[config.mk]
export PLATFORM = sky130hd
export DESIGN_NAME = mux_nto1_reg
export DESIGN_NICKNAME = d
export VERILOG_FILES = /design/src/rtl/mux_pkg.sv /design/src/rtl/mux_hold_timer.sv /design/src/rtl/mux_nto1_reg.sv
export SDC_FILE = /design/constraint.sdc
export NUM_CORES = 1
export LEC_CHECK = 0
export BUFFER_PORTS_ARGS = -buffer_cell sky130_fd_sc_hd__buf_2
export CORE_UTILIZATION = 40
export DETAILED_ROUTE_END_ITERATION = 10
export PLACE_DENSITY = 0.8
export SETUP_SLACK_MARGIN = 0.15
export SYNTH_ARGS = -nofsm -noshare
export SYNTH_HDL_FRONTEND = slang
export SYNTH_SLANG_ARGS = --single-unit
[constraint.sdc]
create_clock -name clk -period 3.7 [get_ports clk]
set_clock_uncertainty 0.05 [all_clocks]
set_input_delay 0.37 -clock clk [delete_from_list [all_inputs] [get_ports clk]]
set_output_delay 0.37 -clock clk [all_outputs]
set_load 0.01 [all_outputs]
[src/rtl/mux_pkg.sv]
// Shared types and width helpers for the registered N:1 mux and its timer.
package mux_pkg;

  typedef enum logic {PASS = 1'b0, SWITCH = 1'b1} state_t;

  localparam int DEF_WIDTH = 8;
  localparam int DEF_NCH   = 4;
  localparam int DEF_HOLD  = 2;
  localparam int DEF_DWELL = 16;

  function automatic int clog2(input int n);
    int r;
    r = 0;
    while ((1 << r) < n) r++;
    return r;
  endfunction

  // Bits needed to hold 0..n-1, never less than one.
  function automatic int cw(input int n);
    return (clog2(n) < 1) ? 1 : clog2(n);
  endfunction

endpackage

[src/rtl/mux_hold_timer.sv]
// Loadable down-counter that parks at zero; done is high while the count is zero.
module mux_hold_timer
  import mux_pkg::*;
#(
  parameter int             CW      = 1,
  parameter logic [CW-1:0]  RST_VAL = '0
)(
  input  logic          clk,
  input  logic          rst,
  input  logic          load,
  input  logic [CW-1:0] load_val,
  input  logic          en,
  output logic          done
);

  logic [CW-1:0] cnt;

  always_ff @(posedge clk) begin
    if (rst)                   cnt <= RST_VAL;
    else if (load)             cnt <= load_val;
    else if (en && cnt != '0)  cnt <= cnt - 1'b1;
  end

  assign done = (cnt == '0);

endmodule

[src/rtl/mux_nto1_reg.sv]
// Registered N:1, W-bit mux with select handshake and blanking on channel change.
// Optional round-robin autoscan is enabled by defining MUX_AUTOSCAN_EN.
module mux_nto1_reg
  import mux_pkg::*;
#(
  parameter int WIDTH = DEF_WIDTH,
  parameter int NCH   = DEF_NCH,
  parameter int HOLD  = DEF_HOLD,
`ifdef MUX_AUTOSCAN_EN
  parameter int DWELL = DEF_DWELL,
`endif
  localparam int SELW = cw(NCH)
)(
  input  logic                 clk,
  input  logic                 rst,
  input  logic [NCH*WIDTH-1:0] din,
  input  logic [SELW-1:0]      sel_req,
  input  logic                 sel_valid,
`ifdef MUX_AUTOSCAN_EN
  input  logic                 scan_en,
`endif
  output logic                 sel_ready,
  output logic [WIDTH-1:0]     dout,
  output logic                 dout_valid,
  output logic [SELW-1:0]      cur_sel,
  output logic                 sel_err
);

  localparam int             HW   = cw(HOLD);
  localparam logic [SELW-1:0] LAST = SELW'(NCH - 1);

  logic [NCH-1:0][WIDTH-1:0] ch;
  state_t                    state, state_nxt;
  logic                      acc, bad, go, hold_done;
  logic [SELW-1:0]           go_sel;

  assign ch = din;

`ifdef MUX_AUTOSCAN_EN
  localparam int DW = cw(DWELL);
  logic dwell_done;

  // Dwell restarts on every entry to PASS and is held full while scan is off.
  mux_hold_timer #(.CW(DW), .RST_VAL(DW'(DWELL - 1))) u_dwell (
    .clk      (clk),
    .rst      (rst),
    .load     (!scan_en || (state == SWITCH && hold_done)),
    .load_val (DW'(DWELL - 1)),
    .en       (scan_en && state == PASS),
    .done     (dwell_done)
  );

  assign sel_ready = (state == PASS) && !rst && !scan_en;
`else
  assign sel_ready = (state == PASS) && !rst;
`endif

  mux_hold_timer #(.CW(HW)) u_hold (
    .clk      (clk),
    .rst      (rst),
    .load     (go),
    .load_val (HW'(HOLD - 1)),
    .en       (state == SWITCH),
    .done     (hold_done)
  );

  always_comb begin
    acc       = sel_valid && sel_ready;
    bad       = acc && (int'(sel_req) >= NCH);
    go        = acc && !bad && (sel_req != cur_sel);
    go_sel    = sel_req;
`ifdef MUX_AUTOSCAN_EN
    if (scan_en && state == PASS && dwell_done) begin
      go     = 1'b1;
      go_sel = (cur_sel == LAST) ? '0 : cur_sel + 1'b1;
    end
`endif
    state_nxt = state;
    case (state)
      PASS:    if (go)        state_nxt = SWITCH;
      SWITCH:  if (hold_done) state_nxt = PASS;
      default:                state_nxt = PASS;
    endcase
  end

  always_ff @(posedge clk) begin
    if (rst) state <= PASS;
    else     state <= state_nxt;
  end

  // dout freezes through SWITCH so the consumer never sees the transition.
  always_ff @(posedge clk) begin
    if (rst) begin
      cur_sel    <= '0;
      dout       <= '0;
      dout_valid <= 1'b0;
      sel_err    <= 1'b0;
    end else begin
      sel_err <= bad;
      if (go) cur_sel <= go_sel;
      if (state == PASS) begin
        dout       <= ch[cur_sel];
        dout_valid <= 1'b1;
      end else begin
        dout_valid <= 1'b0;
      end
    end
  end

endmodule

# [Yosys cells after proc, flatten, opt, wreduce, memory -nomap -nowiden]
# Cells that the tools add are included.
[word_totals] ff_bits=13 input_bits=37 output_inout_bits=13
[op_classes] add_sub_neg=1 magnitude_cmp=1 n_eq_ne=1 mux=8 n_bitwise=1 reduce_logical=6
[ops] op="$bmux 8 s2" count=1
[ops] op="$mux 8" count=1
[ops] op="$mux 1" count=5
[ops] op="$logic_and 1x1->1" count=4
[ops] op="$lt 2x3->1 const B" count=1
[ops] op="$ne 2x2->1" count=1
[ops] op="$pmux 1 s2" count=1
[ops] op="$reduce_bool 2->1" count=1
[ops] op="$logic_not 1->1" count=1
[ops] op="$not 1->1" count=1
[ops] op="$sub 1x1->1 const B" count=1

# [Depth between registers and ports, before layout]
[depth] ltp_word=6 mapped_depth=4 mapped_depth_nobuf=3

# [Cells and area by module]
# Synthesis repeated with hierarchy kept, for this count alone.
[hier_totals] hier_cells=60 hier_area_um2=705.7
[by_module_without_submodules] mod="mux_nto1_reg" n_inst=1 cells_per_inst=56 area_per_inst_um2=658.1 seq_area_each_um2=240.2
[by_module_without_submodules] mod="mux_hold_timer" n_inst=1 cells_per_inst=4 area_per_inst_um2=47.5 seq_area_each_um2=20.0

# [Worst setup path after synthesis]
# No wires, ideal clock.
[synth_path] path_kind="reg2reg" start="register cur_sel[0]" end="register dout[0]" setup_ns=0.128 arrival_time_ns=1.207 t_required_ns=3.522 slack_ns=2.315 path_stages_with_launch=5 synth_period_minus_slack_ns=1.385 path_cell_list="dfxtp_1 > buf_6 > mux4_2 > mux2i_1 > nor2_1"
[synth_via] elab_chain_cells=2
[synth_lines] element="start: declaration" line="mux_nto1_reg.sv:25" source="output logic [SELW-1:0] cur_sel,"
[synth_lines] element="start signal: assignment" line="mux_nto1_reg.sv:100" source="if (go) cur_sel <= go_sel;"
[synth_lines] element="$bmux 8 s2" line="mux_nto1_reg.sv:102" source="dout <= ch[cur_sel];"
[synth_lines] element="$mux 8 (implied by the code)" line="mux_nto1_reg.sv:102"
[synth_lines] element="end signal: assignment" line="mux_nto1_reg.sv:102"
[synth_lines] element="end: declaration" line="mux_nto1_reg.sv:23" source="output logic [WIDTH-1:0] dout,"
# No other way between the ends. The select of a mux whose other input is x is not followed.
# A chain may end at the register's enable or synchronous reset.

# [Worst setup path after layout]
[layout_path] start="register state" end="output port sel_ready"
[layout_via] elab_chain_cells=2
[layout_lines] element="start: declaration" line="mux_nto1_reg.sv:33" source="state_t state, state_nxt;"
[layout_lines] element="start signal: assignment" line="mux_nto1_reg.sv:88" source="else state <= state_nxt;"
[layout_lines] element="$not 1->1" line="mux_nto1_reg.sv:55" source="assign sel_ready = (state == PASS) && !rst;"
[layout_lines] element="$logic_and 1x1->1" line="mux_nto1_reg.sv:55"
[layout_lines] element="end: declaration" line="mux_nto1_reg.sv:22" source="output logic sel_ready,"
# No other way between the ends.

==> impl_metrics.csv <==
group,metric,value,unit
synthesis,synthXorXnorAreaFrac,2.61,%
clock_tree,cts_tree,"built",
clock_tree,path_clk_slew,0.08,ns
power_and_ir_drop,power.density,367,mW/mm²
sta,hold_viol,0,
cells_and_area,fin_cells,120,
sta,rsz0062_at_grt,"no",
place,io_buffers,48,
floorplan,initial_core_util,43.6,%
place,dp.cells,116,
synthesis,synth.distinct_cells,14,
grt,grtUsageMet1,16.8,%
cells_and_area,layout-drive-gt1-share,57.7,%
sta,period_needed,1.70,ns
cells_and_area,seq_area,260,µm²
floorplan,rows,14,
grt,grtUsageMet2,36.1,%
floorplan,fp.dieH,43.0,µm
cells_and_area,area_delta_synth_final,37.6,%
setup_path,worst-r2r-setup-slack,2.04,ns
routing,drt_iter0_drc,9,
place,hpwlAfterDp,1220,µm
synthesis,synth-seq-cells,13,
sta,clock.fmax,0.587,GHz
synthesis,syn_nets,94,
clock_tree,cts_buffers,3,
routing,wirelength,1540,µm
clock_tree,clk_latency,0.27,ns
synthesis,syn_area,672,µm²
place,gp_congestion,0.713,
setup_path,r2r_start,"cur_sel[0]$_SDFFE_PP0P_",
sta,slew_headroom,59.3,%
cells_and_area,num_antenna_cells,0,
routing,drc_errors,0,
setup_path,path_class,"register to output pin",
setup_path,crit_chain,"nor2_1 > buf_2",
grt,busiest_layer,"met2",
setup_path,rr_worst_depth,3,
clock_tree,postCtsHoldBufs,0,
synthesis,synthCells,57,
clock_tree,cts_htree_levels,1,
setup_path,crit_start,"state$_SDFF_PP0_",
synthesis,synth_mux_area_share,41.7,%
routing,viasPerCell,5.04,
cells_and_area,fillerInstances,147,
floorplan,die_x,43.0,µm
run,cap_violations,0,
clock_tree,post_cts_buffers,0,
setup_path,worst_setup_path_start_kind,"register",
setup_path,setup.worst_path.end,"sel_ready",
clock_tree,cts-root-buf,"clkbuf_4",
sta,period_share,46.0,%
setup_path,crit_path_end_kind,"output pin",
floorplan,core,0.00154,mm²
sta,finalSetupTns,0,ns
sta,maxSlewViolCount,0,
synthesis,yosys_warnings,0,
clock_tree,clk_path_buf_depth,2,
synthesis,synth_simple_gate_area_share,9.31,%
setup_path,crit_path_max_fanout,12,
setup_path,cp_data_arrival_time,1.28,ns
grt,track_usage,18.5,%
floorplan,design.die.area,0.00185,mm²
cells_and_area,multi_input_area,377,µm²
grt,antenna_found_initial,0,
synthesis,synth_compound_area_share,1.86,%
sta,tightest_slew,0.610,ns
setup_path,crit-reg2reg-capture,"dout[3]$_SDFFE_PP0N_",
synthesis,synth_top_family_by_area,"multiplexers",
grt,grt_pass1_vias,599,
grt,grt_max_degree,14,
clock_tree,cts_resized,0,
grt,grt_pass1_wl,2420,µm
worst_hold_path,min_path_type,"input pin to register",
sta,setup_viol,0,
synthesis,yosysTopAreaCell,"dfxtp_1",
setup_path,worst_path_max_delay_cell,"dfxtp_1",
clock_tree,cts_num_sinks,13,
setup_path,cpPeakStageDelay,0.69,ns
grt,grt_util_met3,5.53,%
synthesis,synthAdderAreaFrac,0,%
power_and_ir_drop,ir_worst_vdd,202,µV
setup_path,critPathRequiredTime,3.28,ns
synthesis,synth_seq_area_share,38.7,%
synthesis,synth_top_cell_area_share,38.7,%
cells_and_area,final_nets,142,
routing,vias,605,
routing,final_antenna_net_count,0,
synthesis,syn_area_per_cell,11.8,µm²
status,status,"complete, no violations",
grt,grt.overflow.total,0,
routing,drt-wirelength-per-cell,12.8,µm
synthesis,yosys-top-cells-area,"dfxtp_1 (39%), mux4_2 (27%), mux2i_1 (15%)",
routing,dr.pass1.iters,4,
power_and_ir_drop,leakagePower,0.454,nW
floorplan,ioPinCount,50,
[layer usage]
layer,share of wire [%],vias to the layer above
li1,-,297
met1,34,283
met4,1.2,0
met5,0,-
met2,57,23
met3,6.8,2
[final cells by class]
cell class                 count  share of cell area [%]
clock inverter                 1                   0.541
multi-input combinational     39                    40.7
tap                           16                    2.17
clock buffer                   3                    2.44
sequential                    13                    28.1
timing repair buffer          48                    26.0
[Yosys cell counts]
cell type   n
dfxtp_1    13
nor2_1     12
mux2i_1    10
mux4_2      8
nand2_1     3
buf_4       2
xor2_1      2
buf_1       1
buf_2       1
buf_6       1
conb_1      1
nor2b_1     1
o211ai_1    1
o21ai_0     1
[per-stage QoR]
| stage | utilization, % | instance area, µm² | total power [mW] | hold slack, ns | setup slack (ns) |
|---|---|---|---|---|---|
| floorplan | - | 672 | 0.223 | 0.373 | 2.32 |
| global placement | 58.2 | 897 | 0.252 | 0.380 | 2.07 |
| detailed placement | 58.2 | 897 | 0.256 | 0.392 | 2.02 |
| CTS | 60.0 | 925 | 0.345 | 0.312 | 1.96 |
| global route | 60.0 | 925 | 0.361 | 0.329 | 1.85 |
| finish | 60.0 | 925 | 0.340 | 0.318 | 2.00 |
[cells by family (layout without fill, tap and decap cells)]
family          after synthesis  count (layout)
other cells                   1               1
compound gates                2               2
mux                          18              18
flops                        13              13
simple gates                 16              16
buf+inv                       5              52
xor+xnor                      2               2
[placed cells by master, fill, tap and decap left out]
master    instances
buf_2            48
clkinv_2          1
nand2_1           3
nor2b_1           1
xor2_1            2
dfxtp_1          13
nor2_1           12
o211ai_1          1
mux2i_1          10
clkbuf_4          3
mux4_2            8
conb_1            1
o21ai_0           1
[critical path: cells and delay by family (launching register included)]
kind          cells  cell delay [ns]
simple gates      1             0.15
flops             1             0.69
buf+inv           1             0.17
[where the power goes]
| group | internal [mW] | total (mW) | switching [mW] |
|---|---|---|---|
| Sequential | 0.154 | 0.171 | 0.0164 |
| Clock | 0.0400 | 0.0881 | 0.0481 |
| Combinational | 0.0504 | 0.0811 | 0.0307 |
[state kept, by name (all words and copies together), names as in the netlist]
signal / flops
dout_valid: 1
state: 1
u_hold.cnt: 1
cur_sel: 2
dout: 8
[worst min path at each step]
stage                            start                       to  slack (ns)  cells after the start
3_5_place_dp   u_hold.cnt$_SDFFE_PP0P_  u_hold.cnt$_SDFFE_PP0P_        0.39                      2
3_3_place_gp   u_hold.cnt$_SDFFE_PP0P_  u_hold.cnt$_SDFFE_PP0P_        0.38                      2
4_1_cts                     sel_req[0]  cur_sel[0]$_SDFFE_PP0P_        0.31                      3
2_1_floorplan  u_hold.cnt$_SDFFE_PP0P_  u_hold.cnt$_SDFFE_PP0P_        0.37                      2
6_report                    sel_req[0]  cur_sel[0]$_SDFFE_PP0P_        0.32                      3
5_1_grt                      sel_valid  u_hold.cnt$_SDFFE_PP0P_        0.33                      3
No activity file was read; power rests on OpenSTA's default activity.
